==> config.mk <==
export PLATFORM = sky130hd
export DESIGN_NAME = mux_rr_reg
export DESIGN_NICKNAME = d
export VERILOG_FILES = /design/src/rtl/mux_pkg.sv /design/src/rtl/rr_arbiter.sv /design/src/rtl/mux_rr_reg.sv
export SDC_FILE = /design/constraint.sdc
export NUM_CORES = 1
export LEC_CHECK = 0
export ABC_AREA = 1
export BUFFER_PORTS_ARGS = -buffer_cell sky130_fd_sc_hd__buf_2
export CELL_PAD_IN_SITES_DETAIL_PLACEMENT = 2
export CELL_PAD_IN_SITES_GLOBAL_PLACEMENT = 2
export CORE_ASPECT_RATIO = 1.1
export CORE_MARGIN = 2
export CORE_UTILIZATION = 15
export CTS_CLUSTER_DIAMETER = 120
export CTS_CLUSTER_SIZE = 28
export DETAILED_ROUTE_END_ITERATION = 16
export PLACE_DENSITY = 0.85
export SLEW_MARGIN = 40
export SYNTH_ARGS = -nofsm -noshare
export SYNTH_HDL_FRONTEND = slang
export SYNTH_SLANG_ARGS = --single-unit
==> constraint.sdc <==
create_clock -name CLK -period 1.25 [get_ports CLK]
set_input_delay 0.125 -clock CLK [delete_from_list [all_inputs] [get_ports CLK]]
set_output_delay 0.125 -clock CLK [all_outputs]
set_load 0.02 [all_outputs]
==> src/rtl/mux_pkg.sv <==
// mux_pkg -- shared constants for the registered channel multiplexer.
//   MODE_FIXED : channel chosen directly by SEL
//   MODE_RR    : round-robin among channels presenting valid data
//   chw()      : width of a channel index for a given channel count
package mux_pkg;

  localparam int MODE_FIXED = 0;
  localparam int MODE_RR    = 1;

  // Channel-index width; never narrower than one bit.
  function automatic int chw(input int n);
    return (n <= 2) ? 1 : $clog2(n);
  endfunction

endpackage

==> src/rtl/rr_arbiter.sv <==
// rr_arbiter -- combinational round-robin grant.
//   req     : request vector, one bit per channel
//   ptr     : index of the last granted channel
//   gnt     : one-hot grant (zero when nothing is requested)
//   gnt_idx : binary index of the granted channel
//   gnt_vld : a grant was issued
// The search starts at ptr+1 and wraps from NCH-1 to 0.
module rr_arbiter #(
  parameter int NCH = 4,
  parameter int CHW = 2
) (
  input  logic [NCH-1:0] req,
  input  logic [CHW-1:0] ptr,
  output logic [NCH-1:0] gnt,
  output logic [CHW-1:0] gnt_idx,
  output logic           gnt_vld
);

  logic [CHW-1:0] start;
  logic [CHW-1:0] hi_idx;
  logic [CHW-1:0] lo_idx;
  logic           hi_found;
  logic           lo_found;

  // Split the requests into those at or above the start point and those
  // below it; the lowest request in the upper half wins, otherwise the
  // lowest request in the lower half (the wrapped part of the search).
  // The loop runs downward so the last assignment is the lowest index.
  always_comb begin
    start    = (ptr == CHW'(NCH - 1)) ? '0 : ptr + 1'b1;
    hi_found = 1'b0;
    lo_found = 1'b0;
    hi_idx   = '0;
    lo_idx   = '0;
    for (int j = NCH - 1; j >= 0; j--) begin
      if (req[j]) begin
        if (CHW'(j) >= start) begin
          hi_found = 1'b1;
          hi_idx   = CHW'(j);
        end else begin
          lo_found = 1'b1;
          lo_idx   = CHW'(j);
        end
      end
    end
    gnt_vld = hi_found | lo_found;
    gnt_idx = hi_found ? hi_idx : lo_idx;
    gnt     = '0;
    if (gnt_vld) gnt[gnt_idx] = 1'b1;
  end

endmodule

==> src/rtl/mux_rr_reg.sv <==
// mux_rr_reg -- NCH-to-1 valid/ready multiplexer with a single output register.
//   CLK, RST          : clock, synchronous active-high reset
//   SEL               : channel select (fixed mode only)
//   IN_VALID/IN_READY : per-channel handshake; IN_READY is one-hot or zero
//   IN_DATA           : channel k at [k*WIDTH +: WIDTH]
//   OUT_VALID/OUT_READY, OUT_DATA, OUT_CH : registered output and its source channel
// IN_READY depends only on IN_VALID, SEL, OUT_READY and registered state;
// IN_DATA reaches outputs only through the output register.
module mux_rr_reg
  import mux_pkg::*;
#(
  parameter int WIDTH = 32,
  parameter int NCH   = 4,
  parameter int MODE  = 0,
  localparam int CHW  = chw(NCH)
) (
  input  logic                 CLK,
  input  logic                 RST,
  input  logic [CHW-1:0]       SEL,
  input  logic [NCH-1:0]       IN_VALID,
  input  logic [NCH*WIDTH-1:0] IN_DATA,
  output logic [NCH-1:0]       IN_READY,
  output logic                 OUT_VALID,
  output logic [WIDTH-1:0]     OUT_DATA,
  output logic [CHW-1:0]       OUT_CH,
  input  logic                 OUT_READY
);

  logic             out_valid_q, out_valid_d;
  logic [WIDTH-1:0] out_data_q,  out_data_d;
  logic [CHW-1:0]   out_ch_q,    out_ch_d;
  logic [CHW-1:0]   ptr_q,       ptr_d;

  logic [NCH-1:0]   rr_gnt;
  logic [CHW-1:0]   rr_idx;
  logic             rr_vld;
  logic [NCH-1:0]   fix_gnt;
  logic             sel_ok;
  logic [NCH-1:0]   gnt_oh;
  logic [CHW-1:0]   gnt_idx;
  logic             space;
  logic             xfer;
  logic [WIDTH-1:0] sel_data;

  rr_arbiter #(
    .NCH (NCH),
    .CHW (CHW)
  ) u_arb (
    .req     (IN_VALID),
    .ptr     (ptr_q),
    .gnt     (rr_gnt),
    .gnt_idx (rr_idx),
    .gnt_vld (rr_vld)
  );

  // Fixed mode: an out-of-range SEL grants nothing, whatever IN_VALID says.
  always_comb begin
    sel_ok  = ({1'b0, SEL} < (CHW + 1)'(NCH));
    fix_gnt = '0;
    if (sel_ok) fix_gnt[SEL] = 1'b1;
  end

  // Grant is offered only when the register is empty or drains this cycle.
  always_comb begin
    space    = !out_valid_q || OUT_READY;
    gnt_oh   = (MODE == MODE_RR) ? (rr_vld ? rr_gnt : '0) : fix_gnt;
    gnt_idx  = (MODE == MODE_RR) ? rr_idx : SEL;
    IN_READY = (RST || !space) ? '0 : gnt_oh;
    xfer     = |(IN_READY & IN_VALID);
  end

  always_comb begin
    sel_data = '0;
    for (int k = 0; k < NCH; k++) begin
      if (gnt_idx == CHW'(k)) sel_data = IN_DATA[k*WIDTH +: WIDTH];
    end
  end

  // A load takes priority over a drain, giving back-to-back transfers.
  always_comb begin
    out_valid_d = out_valid_q;
    out_data_d  = out_data_q;
    out_ch_d    = out_ch_q;
    ptr_d       = ptr_q;
    if (xfer) begin
      out_valid_d = 1'b1;
      out_data_d  = sel_data;
      out_ch_d    = gnt_idx;
      if (MODE == MODE_RR) ptr_d = gnt_idx;
    end else if (OUT_READY) begin
      out_valid_d = 1'b0;
    end
  end

  // Pointer resets to the top channel so channel 0 is searched first.
  always_ff @(posedge CLK) begin
    if (RST) begin
      out_valid_q <= 1'b0;
      out_data_q  <= '0;
      out_ch_q    <= '0;
      ptr_q       <= CHW'(NCH - 1);
    end else begin
      out_valid_q <= out_valid_d;
      out_data_q  <= out_data_d;
      out_ch_q    <= out_ch_d;
      ptr_q       <= ptr_d;
    end
  end

  assign OUT_VALID = out_valid_q;
  assign OUT_DATA  = out_data_q;
  assign OUT_CH    = out_ch_q;

endmodule

==> flow_summary.ini <==
[run_status]
outcome = finished, violations left
violations = setup timing

[logic_synthesis]
ys_top_cells_by_area = nand2_1 (33%), dfxtp_1 (31%), nor2_1 (11%), nand4_1 (9.8%), inv_1 (6.4%)
synth_nets = 546
synth.avg_cell_area_sq_um = 5.46
synth_area_sq_um = 2230
ys_types = 15
ys_seq_area_frac = 0.314
synth.largest_area_cell = nand2_1
ys_seq_elements = 35
synth_top_area_share = 0.333
synthCells = 409
yosysWarnings = 0

[setup_path]
crit_path_start_kind = flip-flop
crit_arrival_ns = 1.56
cp_data_required_time_ns = 1.42
reg2reg_setup_slack_ns = -0.14
criticalPathCategory = flip-flop to flip-flop
endpoint_kind = flip-flop
crit_fanout = 8

[cells_and_area]
postLayoutCellArea_sq_um = 4000
drive_gt1_frac = 0.424
n_antenna_cell = 0
syn_to_final_growth_pct = 79.3
num-nets-final = 738

[clock_network]
numClockSinks = 35
clk_pin_slew_ns = 0.05
cts_tree = built
clk-insertion-delay-late_ns = 0.28
cts_root_buffer = clkbuf_16
cts_buffers = 5
clk_path_buf_depth = 2
htree_levels = 2
hold_buffers = 0

[sta]
relSlewSlack = 0.730
post-route-min-period_ns = 1.39
layout_setup_ws_ns = -0.139
max_freq_mhz = 720
tightestPinTransition_ns = 0.405
rsz0062_at_grt = yes
fin_tns_setup_ns = -3.70
fin_crit_sh = 1.11
drv_slew = 0
finalSetupViolCount = 38
hold_viol = 0
fin_worst_hold_slack_ns = 0.0662
clock-skew-final_ns = 0.00586

[pwr]
leakage_uw = 0.00217
power_density_nw_per_um2 = 995
vdd_drop_max_mv = 0.473
finalPower_uw = 3980

[placement]
pre_cts_ws_ns = -0.126
numPortBuffers = 175
gp_congestion = 0.739
placed_cell_area_sq_um = 3470
hpwl_um = 8460

[min_path]
hold_class = input pin to flip-flop

[global_route]
overflow = 0
grt_max_degree = 33
track_usage = 0.141
antenna_found_initial = 0
grt_pass1_vias = 3508
grt_first_pass_wirelength_um = 17900

[routing]
num_vias = 3254
drtIter0Drc = 51
ant_nets = 0
wire_per_inst_um = 14.6
viasPerCell = 4.10
dr.pass1.iters = 4
drc = 0
wl_um = 11600

[die]
die_x_um = 120
core_sq_um = 14500
io_pins = 176
initial_core_util = 0.154
dieArea_sq_um = 15900
num_rows = 46
die_height_um = 132

[job]
maxCapViolCount = 0
-- stage by stage --
| stage | cells | util |
|---|---|---|
| 2_1_floorplan | 409 | - |
| 3_3_place_gp | 774 | 0.239 |
| 3_5_place_dp | 774 | 0.239 |
| 4_1_cts | 789 | 0.262 |
| 5_1_grt | 794 | 0.276 |
| 6_report | 794 | 0.276 |
-- cells by family (layout without fill, tap and decap cells) --
| group | after synthesis | after routing | share of synthesized area |
|---|---|---|---|
| compound gates | 3 | 3 | 0.00672 |
| buf+inv | 62 | 255 | 0.111 |
| flops | 35 | 35 | 0.314 |
| simple gates | 309 | 309 | 0.568 |
-- state kept, by name (all words and copies together), names as in the netlist --
name       cells
OUT_CH         2
OUT_DATA      32
OUT_VALID      1
-- where the power goes --
group,internal [uW],switching (uW)
sequential,1220,53.7
clock,849,481
combinational,613,761
-- placed cells by master (no fill, tap or decap) --
master     Yosys  final
clkbuf_8       0      2
inv_1         38     37
a21oi_2        0      2
nand2_4        0      4
nor3_2         0      3
nor2_4         1      5
inv_2          2      2
nand3_1        2      2
buf_16         0      4
buf_4          3     22
buf_2          4    171
nand4_1       35     35
clkbuf_1      11      1
buf_6          0      2
dfxtp_4        0      1
nand2_2        0     23
inv_4          0      1
nand2_1      198    171
buf_12         0      4
a21oi_1        3      1
clkbuf_16      0      9
nor2_1        67     66
dfxtp_1       35     34
-- path summary, 6_finish.rpt --
path | end | cells past startpoint | from
setup reg to reg | OUT_DATA[14] | 9 | OUT_VALID
hold / removal | OUT_VALID | 2 | RST
setup / recovery | OUT_DATA[14] | 9 | OUT_VALID
hold reg to reg | OUT_CH[1] | 2 | OUT_CH[1]
-- area by class of cell --
cell class | instances | area [sq um]
Clock buffer | 8 | 156
Fill cell | 1828 | 10500
Inverter | 40 | 153
Multi-Input combinational cell | 312 | 1420
Sequential cell | 35 | 704
Tap cell | 192 | 240
Timing Repair Buffer | 207 | 1330
-- synth_stat cells (all sizes together) --
cell type,instances
nand3,2
a21oi,3
buf,11
nor3,3
dfxtp,35
clkbuf,11
nor2,71
nand2,198
nand4,35
inv,40
-- what timing repair did --
item	in CTS	in global routing
gates cloned	3	4
endpoints found under the setup margin	38	39
gates resized for setup	19	31
hold endpoints to repair	0	0
buffers inserted	4	1
pin swaps	3	9
-- routing by layer --
layer / GRT usage / routed length (um) / up-vias
li1: - / - / 1633
met1: 0.157 / 4460 / 1493
met2: 0.262 / 6120 / 122
met3: 0.0471 / 958 / 6
met4: 0.0233 / 78 / 0
met5: 0 / 0 / -
-- critical path: stages, from the launching register on --
cell and delay, ns:
dfxtp_4 0.37, nand2_4 0.06, nand4_1 0.13, nand2_2 0.08, nor2_4 0.15, buf_12 0.18
clkbuf_16 0.17, nand2_2 0.05, nand2_1 0.06, nor2_1 0.05
Power figures use the tool's default switching activity.
